### config.mk
export PLATFORM = sky130hd
export DESIGN_NAME = mc_control_unit
export DESIGN_NICKNAME = d
export VERILOG_FILES = /design/src/rtl/cpu_ctrl_pkg.sv /design/src/rtl/mc_control_unit_mem_wait_timer.sv /design/src/rtl/mc_control_unit.sv
export SDC_FILE = /design/constraint.sdc
export NUM_CORES = 1
export LEC_CHECK = 0
export BUFFER_PORTS_ARGS = -buffer_cell sky130_fd_sc_hd__buf_2
export CAP_MARGIN = 10
export CORE_MARGIN = 4
export CORE_UTILIZATION = 40
export CTS_CLUSTER_DIAMETER = 30
export CTS_CLUSTER_SIZE = 16
export DETAILED_ROUTE_END_ITERATION = 12
export GPL_ROUTABILITY_DRIVEN = 0
export HOLD_SLACK_MARGIN = 0.03
export PLACE_DENSITY = 0.69
export SLEW_MARGIN = 20
export SYNTH_ARGS = -nofsm -noshare
export SYNTH_HDL_FRONTEND = slang
export SYNTH_SLANG_ARGS = --single-unit
### constraint.sdc
create_clock -name Clock -period 2.2 [get_ports Clock]
set_input_delay 0.11 -clock Clock [delete_from_list [all_inputs] [get_ports Clock]]
set_output_delay 0.11 -clock Clock [all_outputs]
set_load 0.03 [all_outputs]
### src/rtl/cpu_ctrl_pkg.sv
// ============================================================================
// Module      : cpu_ctrl_pkg
// Description : Shared types and constants for the multicycle control unit.
//               Contains the state encoding, opcode and funct values, ALU
//               operation codes and the datapath mux-select values.
// Revision    : 1.0 - initial release
// ============================================================================
`default_nettype none

package cpu_ctrl_pkg;

  // Debug-visible state encoding; values 20..63 are unused.
  typedef enum logic [5:0] {
    S_RESET     = 6'd0,
    S_FETCH     = 6'd1,
    S_DECODE    = 6'd2,
    S_EXEC_R    = 6'd3,
    S_WB_R      = 6'd4,
    S_ADDR_CALC = 6'd5,
    S_MEM_RD    = 6'd6,
    S_WB_LW     = 6'd7,
    S_MEM_WR    = 6'd8,
    S_BRANCH    = 6'd9,
    S_JUMP      = 6'd10,
    S_JAL       = 6'd11,
    S_JR        = 6'd12,
    S_EXEC_I    = 6'd13,
    S_WB_I      = 6'd14,
    S_LUI       = 6'd15,
    S_EXC_OPC   = 6'd16,
    S_EXC_OVF   = 6'd17,
    S_EXC_JUMP  = 6'd18,
    S_HALT      = 6'd19
  } state_t;

  // Primary opcodes (IR[31:26])
  localparam logic [5:0] c_op_rtype = 6'h00;
  localparam logic [5:0] c_op_j     = 6'h02;
  localparam logic [5:0] c_op_jal   = 6'h03;
  localparam logic [5:0] c_op_beq   = 6'h04;
  localparam logic [5:0] c_op_bne   = 6'h05;
  localparam logic [5:0] c_op_addi  = 6'h08;
  localparam logic [5:0] c_op_lui   = 6'h0F;
  localparam logic [5:0] c_op_lw    = 6'h23;
  localparam logic [5:0] c_op_sw    = 6'h2B;

  // R-type function codes (IR[5:0])
  localparam logic [5:0] c_fn_jr    = 6'h08;
  localparam logic [5:0] c_fn_break = 6'h0D;
  localparam logic [5:0] c_fn_add   = 6'h20;
  localparam logic [5:0] c_fn_sub   = 6'h22;
  localparam logic [5:0] c_fn_and   = 6'h24;
  localparam logic [5:0] c_fn_xor   = 6'h26;

  // ALU operation codes
  localparam logic [2:0] c_alu_load = 3'b000;
  localparam logic [2:0] c_alu_add  = 3'b001;
  localparam logic [2:0] c_alu_sub  = 3'b010;
  localparam logic [2:0] c_alu_and  = 3'b011;
  localparam logic [2:0] c_alu_xor  = 3'b110;

  // ALU B-operand select
  localparam logic [1:0] c_srcb_b       = 2'b00;
  localparam logic [1:0] c_srcb_four    = 2'b01;
  localparam logic [1:0] c_srcb_imm     = 2'b10;
  localparam logic [1:0] c_srcb_imm_sh2 = 2'b11;

  // Register-file destination select
  localparam logic [1:0] c_rdst_rt = 2'b00;
  localparam logic [1:0] c_rdst_rd = 2'b01;
  localparam logic [1:0] c_rdst_ra = 2'b10;

  // Register-file write-data select
  localparam logic [1:0] c_m2r_aluout = 2'b00;
  localparam logic [1:0] c_m2r_mdr    = 2'b01;
  localparam logic [1:0] c_m2r_pc     = 2'b10;
  localparam logic [1:0] c_m2r_lui    = 2'b11;

  // Next-PC select
  localparam logic [1:0] c_pcs_alu    = 2'b00;
  localparam logic [1:0] c_pcs_aluout = 2'b01;
  localparam logic [1:0] c_pcs_jump   = 2'b10;
  localparam logic [1:0] c_pcs_exc    = 2'b11;

  // ALU operation for the supported R-type arithmetic/logic functions.
  function automatic logic [2:0] alu_op_for_funct(input logic [5:0] funct);
    case (funct)
      c_fn_sub: return c_alu_sub;
      c_fn_and: return c_alu_and;
      c_fn_xor: return c_alu_xor;
      default:  return c_alu_add;
    endcase
  endfunction

endpackage

`default_nettype wire

### src/rtl/mc_control_unit_mem_wait_timer.sv
// ============================================================================
// Module      : mem_wait_timer
// Description : 3-bit down-counter that paces memory-read states. Loaded on
//               entry to a wait state, counts down while enabled and flags
//               done when it has reached zero.
// Revision    : 1.0 - initial release
// ============================================================================
`default_nettype none

module mem_wait_timer (
  input  logic       clk,
  input  logic       rst_n,
  input  logic       i_load,
  input  logic [2:0] i_load_val,
  input  logic       i_en,
  output logic       o_done
);

  logic [2:0] r_count;

  // Load takes priority; otherwise count down to zero and hold there.
  always_ff @(posedge clk or negedge rst_n) begin
    if (!rst_n) begin
      r_count <= 3'd0;
    end else if (i_load) begin
      r_count <= i_load_val;
    end else if (i_en && (r_count != 3'd0)) begin
      r_count <= r_count - 3'd1;
    end
  end

  assign o_done = (r_count == 3'd0);

endmodule

`default_nettype wire

### src/rtl/mc_control_unit.sv
// ============================================================================
// Module      : mc_control_unit
// Description : Multicycle MIPS-subset control FSM. Decodes Opcode/Funct and
//               drives every datapath strobe and mux select; the current
//               state is exported on Estado for debug.
// Revision    : 1.0 - initial release
// ============================================================================
`default_nettype none

module mc_control_unit
  import cpu_ctrl_pkg::*;
#(
  parameter int MEM_LAT = 1
) (
  input  logic       Clock,
  input  logic       Reset,
  input  logic [5:0] Opcode,
  input  logic [5:0] Funct,
  input  logic       Zero,
  input  logic       Overflow,
  output logic [5:0] Estado,
  output logic       DpReset,
  output logic       PCWrite,
  output logic       IRWrite,
  output logic       AWrite,
  output logic       BWrite,
  output logic       ALUOutWrite,
  output logic       MDRWrite,
  output logic       RegWrite,
  output logic       MemRead,
  output logic       MemWrite,
  output logic       IorD,
  output logic       EPCWrite,
  output logic       CauseWrite,
  output logic       IntCause,
  output logic       AluSrcA,
  output logic [1:0] AluSrcB,
  output logic [2:0] AluOp,
  output logic [1:0] RegDst,
  output logic [1:0] MemtoReg,
  output logic [1:0] PCSource
);

  localparam logic [2:0] c_mem_lat = 3'(MEM_LAT);

  state_t r_state;
  state_t w_state_next;
  logic   w_timer_load;
  logic   w_timer_en;
  logic   w_timer_done;

  // The counter is reloaded only on entry, so a wait state sees MEM_LAT+1 cycles.
  assign w_timer_load = ((w_state_next == S_FETCH)  && (r_state != S_FETCH)) ||
                        ((w_state_next == S_MEM_RD) && (r_state != S_MEM_RD));
  assign w_timer_en   = (r_state == S_FETCH) || (r_state == S_MEM_RD);

  mem_wait_timer u_wait (
    .clk        (Clock),
    .rst_n      (Reset),
    .i_load     (w_timer_load),
    .i_load_val (c_mem_lat),
    .i_en       (w_timer_en),
    .o_done     (w_timer_done)
  );

  // State register; reset aborts any instruction in flight.
  always_ff @(posedge Clock or negedge Reset) begin
    if (!Reset) begin
      r_state <= S_RESET;
    end else begin
      r_state <= w_state_next;
    end
  end

  assign Estado = r_state;

  // Next-state decode and Moore outputs (PCWrite in BRANCH also follows Zero).
  always_comb begin
    w_state_next = S_RESET;
    DpReset      = 1'b0;
    PCWrite      = 1'b0;
    IRWrite      = 1'b0;
    AWrite       = 1'b0;
    BWrite       = 1'b0;
    ALUOutWrite  = 1'b0;
    MDRWrite     = 1'b0;
    RegWrite     = 1'b0;
    MemRead      = 1'b0;
    MemWrite     = 1'b0;
    IorD         = 1'b0;
    EPCWrite     = 1'b0;
    CauseWrite   = 1'b0;
    IntCause     = 1'b0;
    AluSrcA      = 1'b0;
    AluSrcB      = c_srcb_b;
    AluOp        = c_alu_load;
    RegDst       = c_rdst_rt;
    MemtoReg     = c_m2r_aluout;
    PCSource     = c_pcs_alu;

    case (r_state)
      S_RESET: begin
        DpReset      = 1'b1;
        w_state_next = S_FETCH;
      end
      S_FETCH: begin
        MemRead      = 1'b1;
        w_state_next = S_FETCH;
        if (w_timer_done) begin
          IRWrite      = 1'b1;
          PCWrite      = 1'b1;
          AluSrcB      = c_srcb_four;
          AluOp        = c_alu_add;
          PCSource     = c_pcs_alu;
          w_state_next = S_DECODE;
        end
      end
      S_DECODE: begin
        AWrite      = 1'b1;
        BWrite      = 1'b1;
        ALUOutWrite = 1'b1;
        AluSrcB     = c_srcb_imm_sh2;
        AluOp       = c_alu_add;
        case (Opcode)
          c_op_rtype: begin
            case (Funct)
              c_fn_add, c_fn_sub, c_fn_and, c_fn_xor: w_state_next = S_EXEC_R;
              c_fn_jr:                                w_state_next = S_JR;
              c_fn_break:                             w_state_next = S_HALT;
              default:                                w_state_next = S_EXC_OPC;
            endcase
          end
          c_op_lw, c_op_sw:   w_state_next = S_ADDR_CALC;
          c_op_beq, c_op_bne: w_state_next = S_BRANCH;
          c_op_j:             w_state_next = S_JUMP;
          c_op_jal:           w_state_next = S_JAL;
          c_op_addi:          w_state_next = S_EXEC_I;
          c_op_lui:           w_state_next = S_LUI;
          default:            w_state_next = S_EXC_OPC;
        endcase
      end
      S_EXEC_R: begin
        AluSrcA     = 1'b1;
        AluSrcB     = c_srcb_b;
        AluOp       = alu_op_for_funct(Funct);
        ALUOutWrite = 1'b1;
        if (Overflow && ((Funct == c_fn_add) || (Funct == c_fn_sub))) begin
          w_state_next = S_EXC_OVF;
        end else begin
          w_state_next = S_WB_R;
        end
      end
      S_WB_R: begin
        RegDst       = c_rdst_rd;
        RegWrite     = 1'b1;
        w_state_next = S_FETCH;
      end
      S_ADDR_CALC: begin
        AluSrcA      = 1'b1;
        AluSrcB      = c_srcb_imm;
        AluOp        = c_alu_add;
        ALUOutWrite  = 1'b1;
        w_state_next = (Opcode == c_op_lw) ? S_MEM_RD : S_MEM_WR;
      end
      S_MEM_RD: begin
        MemRead      = 1'b1;
        IorD         = 1'b1;
        w_state_next = S_MEM_RD;
        if (w_timer_done) begin
          MDRWrite     = 1'b1;
          w_state_next = S_WB_LW;
        end
      end
      S_WB_LW: begin
        RegDst       = c_rdst_rt;
        MemtoReg     = c_m2r_mdr;
        RegWrite     = 1'b1;
        w_state_next = S_FETCH;
      end
      S_MEM_WR: begin
        MemWrite     = 1'b1;
        IorD         = 1'b1;
        w_state_next = S_FETCH;
      end
      S_BRANCH: begin
        AluSrcA      = 1'b1;
        AluSrcB      = c_srcb_b;
        AluOp        = c_alu_sub;
        PCSource     = c_pcs_aluout;
        PCWrite      = (Opcode == c_op_bne) ? ~Zero : Zero;
        w_state_next = S_FETCH;
      end
      S_JUMP: begin
        PCSource     = c_pcs_jump;
        PCWrite      = 1'b1;
        w_state_next = S_FETCH;
      end
      S_JAL: begin
        // $31 captures the PC as it stands before this edge, i.e. PC+4.
        PCSource     = c_pcs_jump;
        PCWrite      = 1'b1;
        RegDst       = c_rdst_ra;
        MemtoReg     = c_m2r_pc;
        RegWrite     = 1'b1;
        w_state_next = S_FETCH;
      end
      S_JR: begin
        AluSrcA      = 1'b1;
        AluOp        = c_alu_load;
        PCSource     = c_pcs_alu;
        PCWrite      = 1'b1;
        w_state_next = S_FETCH;
      end
      S_EXEC_I: begin
        AluSrcA      = 1'b1;
        AluSrcB      = c_srcb_imm;
        AluOp        = c_alu_add;
        ALUOutWrite  = 1'b1;
        w_state_next = Overflow ? S_EXC_OVF : S_WB_I;
      end
      S_WB_I: begin
        RegDst       = c_rdst_rt;
        MemtoReg     = c_m2r_aluout;
        RegWrite     = 1'b1;
        w_state_next = S_FETCH;
      end
      S_LUI: begin
        RegDst       = c_rdst_rt;
        MemtoReg     = c_m2r_lui;
        RegWrite     = 1'b1;
        w_state_next = S_FETCH;
      end
      S_EXC_OPC, S_EXC_OVF: begin
        // EPC gets PC-4, the address of the faulting instruction.
        AluSrcA      = 1'b0;
        AluSrcB      = c_srcb_four;
        AluOp        = c_alu_sub;
        EPCWrite     = 1'b1;
        CauseWrite   = 1'b1;
        IntCause     = (r_state == S_EXC_OVF);
        w_state_next = S_EXC_JUMP;
      end
      S_EXC_JUMP: begin
        PCSource     = c_pcs_exc;
        PCWrite      = 1'b1;
        w_state_next = S_FETCH;
      end
      S_HALT: begin
        w_state_next = S_HALT;
      end
      default: begin
        w_state_next = S_RESET;
      end
    endcase
  end

endmodule

`default_nettype wire

Yosys cells after proc, flatten, opt, wreduce, memory -nomap -nowiden:

Cells that the tools add are included.

* add/sub/neg operators: 1
* equality and inequality tests: 37
* muxes and demuxes: 33
* bitwise gates (word level): 1
* reductions and logical operators: 27

Operators by type and width (count)
* $eq 6x4->1 const B: 12
* $pmux 6 s9: 1
* $eq 6x3->1 const B: 7
* $pmux 6 s7: 1
* $eq 6x6->1 const B: 6
* $eq 6x2->1 const B: 4
* $eq 6x5->1 const B: 4
* $mux 1: 17
* $pmux 5 s3: 1
* $reduce_or 2->1: 7
* $eq 6x1->1 const B: 2
* $logic_not 6->1: 2
* $pmux 2 s3: 2
* $pmux 3 s4: 1
* $reduce_or 4->1: 3
* $reduce_or 11->1: 1
* $mux 5: 2
* $reduce_or 5->1: 2
* $pmux 3 s3: 1
* $pmux 2 s4: 1
* $mux 3: 2
* $ne 6x1->1 const B: 1
* $ne 6x3->1 const B: 1
* $reduce_or 3->1: 2
* 11 further kinds: 16

* register bits: 9
* bits of input ports: 16
* word-level logic and storage cells: 101

Logic depth before layout (Yosys ltp):

* word-level depth: 9
* gate-level depth with buffers: 8
* mapped depth without buffers: 8

Cells and area by module:

Synthesis repeated with hierarchy kept, for this count alone.

* cell total of the unflattened synthesis: 169
* area, all modules: 1177.4 µm²

By module, submodules not included
* mc_control_unit: times used 1, cells an instance 150, area an instance 987.2 µm²
* mem_wait_timer: times used 1, cells an instance 19, area an instance 190.2 µm²

Worst setup path after synthesis:

OpenSTA, ideal clock, no wires.

* path kind: register -> register
* start: register r_state[0] (netlist: Estado[0])
* end: register u_wait.r_count[1]
* library setup time: 0.094 ns
* arrival: 2.474 ns
* data required time: 2.106 ns
* slack: -0.368 ns
* stages on the path, launching flop included: 8
* buffers on the path: 1
* cell sequence: dfrtp_1 -> buf_2 -> nor2b_1 -> mux2i_1 -> nor3_1 -> nand2_1 -> mux2_2 -> a211oi_1

* longest elaborated chain between the ends: 7
* elaborated cells between the ends (all ways): 34
* those cells by class: 23 x eq/ne; 2 x mux; 9 x reduce/logical

RTL lines
* start: declaration: line mc_control_unit.sv:46 `state_t r_state;`
* start signal: assignment: line mc_control_unit.sv:71 `r_state <= w_state_next;`
* $eq 6x5->1 (tied with other cells): line mc_control_unit.sv:101 `case (r_state)`
* $reduce_or 11->1 (no source line) or $reduce_or 2->1 (tied branches)
* $pmux 6 s9: line mc_control_unit.sv:101
* $eq 6x1->1 or $eq 6x3->1 (tied branches): line mc_control_unit.sv:53, mc_control_unit.sv:54
* $logic_and 1x1->1 (on tied branches): line mc_control_unit.sv:53, mc_control_unit.sv:54
* $logic_or 1x1->1: line mc_control_unit.sv:53 `assign w_timer_load = ((w_state_next == S_FETCH) && (r_state != S_FETCH)) ||`
* $mux 3 or $reduce_bool 2->1 (tied branches)
* end signal: assignment: line mc_control_unit_mem_wait_timer.sv:26 `r_count <= i_load_val;`
* end signal: assignment: line mc_control_unit_mem_wait_timer.sv:28 `r_count <= r_count - 3'd1;`
* end: declaration: line mc_control_unit_mem_wait_timer.sv:19 `logic [2:0] r_count;`

Parallel ways exist; a longest one is shown, timed or not.
A chain may end at the register's enable or synchronous reset.

Worst setup path in the final report:

* start: register r_state[0] (netlist: Estado[0])
* end: output AluOp[0]

* longest elaborated chain between the ends: 3
* elaborated cells between the ends (all ways): 11
* those cells by class: 8 x eq/ne; 1 x mux; 2 x reduce/logical

RTL lines
* $eq 6x5->1 (tied with other cells): line mc_control_unit.sv:101
* $reduce_or 3->1 (no source line)
* $pmux 3 s4 (*): line mc_control_unit.sv:101
* end: declaration: line mc_control_unit.sv:38 `output logic [2:0] AluOp,`

Mark *: on every way between the ends. The rest lies on a longest branch, timed or not.

==> metrics.yaml <==
clock_network:
  cts_buffers: 3
  cts_root_buf: "clkbuf_4"
  clkTransAtPathRegs_ns: 0.05
  h-tree-depth: 1
  cts_sinks: 8
  clk_path_buf_depth: 2
  cts_tree: "yes"
  insertion_delay_ns: 0.24
routing:
  viasPerCell: 5.47
  route.detailed.drc: 0
  routedWlPerCell_um: 13.4
  dr_total_vias: 1537
  wl_mm: 3.78
  drt_iter0_drc: 107
  ant_nets: 0
  drtPass1Iterations: 4
power:
  clkPwrFrac_pct: 5.1
  power_frac_comb_pct: 81.8
  p_leak_nw: 0.843
  intPower_mw: 0.887
  peakVddDrop_v: 0.000287
  seq_power_share_pct: 13.1
  switchingPower_mw: 1.21
  p_per_area_mw_per_mm2: 1220
  switching_share_pct: 57.6
outcome:
  status: "completed"
sta:
  setup_viol: 0
  clock_skew_ns: 0.00407
  finalCriticalPeriod_ns: 2.08
  maxClockFrequency_ghz: 0.481
  fin_crit_sh_pct: 94.5
  hold_violations: 0
  tns_ns: 0
  max_slew_margin_pct: 64.4
  rsz0062_at_grt: "no"
  slew_violations: 0
  whs_ns: 0.163
  worstMarginPinSlew_ns: 0.532
die:
  io_pins: 48
  rows: 21
  die_height_um: 66.7
  die_x_um: 66.7
  core_mm2: 0.00334
  die_area_mm2: 0.00445
  initial_utilization_pct: 41.4
yosys:
  syn_inst: 191
  yosys-top-cells-area: "dfrtp_1 (15%), nor2_1 (6.3%), nand2b_1 (5.4%)"
  synth_edf_count: 0
  synth_seq_cells: 8
  synth-seq-area-share_pct: 14.5
  yosysWarnings: 0
  syn_nets: 209
  synthArstFlopShare_pct: 100
  synth_top_area_share_pct: 14.5
  syn_area_mm2: 0.00138
  avgSynthCellArea_um2: 7.23
  ys.flop_type: "dfrtp_1"
  synth_largest_area_cell: "dfrtp_1"
  synth_cell_types: 67
critical_path:
  cp_max_fo: 10
  crit_buf_inv: 4
  crit_chain: "buf_4 > nor2b_1 > buf_4 > nand3_1 > inv_1 > or3_1 > buf_2"
  worstSetupStartpoint: "Estado[0]$_DFF_PN0_"
  cp_common_cell: "buf_4"
  cp-end-kind: "output pin"
  critPathTopFamily: "buffers and inverters"
  cp_slowest_cell: "dfrtp_1"
  required_ns: 2.09
  worstSetupPathType: "register to output pin"
  regToRegStartpoint: "Estado[2]$_DFF_PN0_"
  timing.critical_path.arrival_ns: 1.97
  worst_setup_path_start_kind: "register"
  slowest_delay_ns: 0.48
place:
  port_buffers: 46
  hpwl_mm: 3.03
hold_path:
  hold_class: "primary input to register"
  min_from: "Opcode[4]"
finish:
  fin_nets: 255
  insertedDiodeCount: 0
  drive_above_1_share_pct: 33.6
  area_delta_synth_final_pct: 23.9
global_route:
  grt.total_usage_pct: 17.6
  grt_pass1_vias: 1449
  antenna_found_initial: 0
  grt_max_degree: 18
  overflow: 0
  grt_pass1_wl_mm: 6.38
flow_run:
  cap_violations: 0
[through the flow]
| stage | cell area [µm²] | util, % | power [mW] | std cells | worst slack [ns] |
|---|---|---|---|---|---|
| 2_1_floorplan | 1390 | - | 1.52 | 191 | -0.0352 |
| 3_3_place_gp | 1670 | 50.1 | 1.97 | 277 | 0.151 |
| 3_5_place_dp | 1670 | 50.1 | 1.97 | 277 | 0.127 |
| 4_1_cts | 1700 | 51.1 | 2.09 | 281 | 0.110 |
| 5_1_grt | 1710 | 51.3 | 2.28 | 281 | 0.0249 |
| 6_report | 1710 | 51.3 | 2.09 | 281 | 0.121 |
[power by group through the flow]
stage,clock network [mW],registers (mW),logic (mW)
after floorplan,0,0.310,1.21
after global placement,0,0.275,1.70
after detailed placement,0,0.276,1.70
after CTS,0.109,0.273,1.70
after global routing,0.118,0.284,1.88
final,0.107,0.273,1.71
[layout by cell type (no fill, tap or decap), drive strengths merged, types with 2 or more instances in the layout]
cell and count:
nor2b 6, or3b 2, a2bb2oi 3, and2 2, inv 8, a21boi 2, a21oi 7, nor2 23
buf 58, o41ai 2, or2 4, o311ai 3, nand3b 3, a22oi 3, dfrtp 8, and3 4
ha 2, xor2 2, or3 2, a2111o 2, nor3b 2, nand2b 12, or4 2, nand3 9
nor3 5, nor4 2, nand4 4, a31oi 4, a211oi 5, o21ai 7, nand2 11, or4b 3
clkbuf 3, and3b 2
[area by class of cell]
class                           instances  area [µm²]
Multi-Input combinational cell        156        1060
Inverter                                9        35.0
Sequential cell                         8         200
Timing Repair Buffer                   59         330
Fill cell                             358        1630
Clock buffer                            3        22.5
Tap cell                               46        57.6
[path summary, 6_finish.rpt]
| check | endpoint | slack [ns] | cells after the start |
|---|---|---|---|
| hold reg to reg | u_wait.r_count[0]$_DFFE_PN0P_ | 0.60 | 2 |
| setup reg to reg | u_wait.r_count[0]$_DFFE_PN0P_ | 0.22 | 6 |
| setup / recovery | AluOp[0] | 0.12 | 7 |
| hold / removal | Estado[2]$_DFF_PN0_ | 0.16 | 2 |
| min in group asynchronous | u_wait.r_count[0]$_DFFE_PN0P_ | 0.30 | 2 |
| max in group asynchronous | Estado[2]$_DFF_PN0_ | 1.73 | 2 |
[state kept, by name (all words and copies together) (netlist names)]
name            count
Estado              5
u_wait.r_count      3
[layer usage]
metal	up-vias	wire [µm]	share of wire [%]	global-route usage (%)
met5	-	0	0	0
met4	0	25	0.66	3.55
met3	2	193	5.1	0.506
met2	48	1860	49	31.8
met1	696	1690	45	23.3
li1	791	-	-	-
[cells in the mapped netlist, types with 3 or more instances]
library cell,n
nand3b_1,3
dfrtp_1,8
nand2_1,10
buf_4,4
a211oi_1,5
buf_2,6
nand2b_1,12
nand3_1,8
a2bb2oi_1,3
nor2_1,23
nor2b_1,6
and3_1,4
a31oi_1,4
or4b_1,3
clkbuf_1,7
a22oi_1,3
nor3_1,5
inv_1,8
o21ai_0,4
a21oi_1,6
nand4_1,4
[worst reg2reg max path: stages, from the launching register on]
cell	delay (ns)
dfrtp_1	0.42
or3b_2	0.51
nor4_1	0.38
nor3b_1	0.12
nand3_2	0.09
nor4bb_2	0.07
a211o_1	0.30
[repair_timing]
action | in CTS | in global routing
resized for setup | 0 | 1
endpoints found under the setup margin | 0 | 3
setup buffers | 0 | 0
hold buffers | 1 | 0
endpoints found under the hold margin | 8 | 0
[cell families after synthesis]
logic type	Yosys count	synth area share (%)
multiplexers	2	1.54
other	1	0.272
XOR/XNOR	3	1.90
buffers and inverters	27	9.52
flip-flops	8	14.5
adder cells (fa/ha/maj)	3	2.54
AO/OA/AOI/OAI	45	26.1
AND/OR/NAND/NOR	102	43.6
Note: power is estimated with default switching activity, not from simulation.
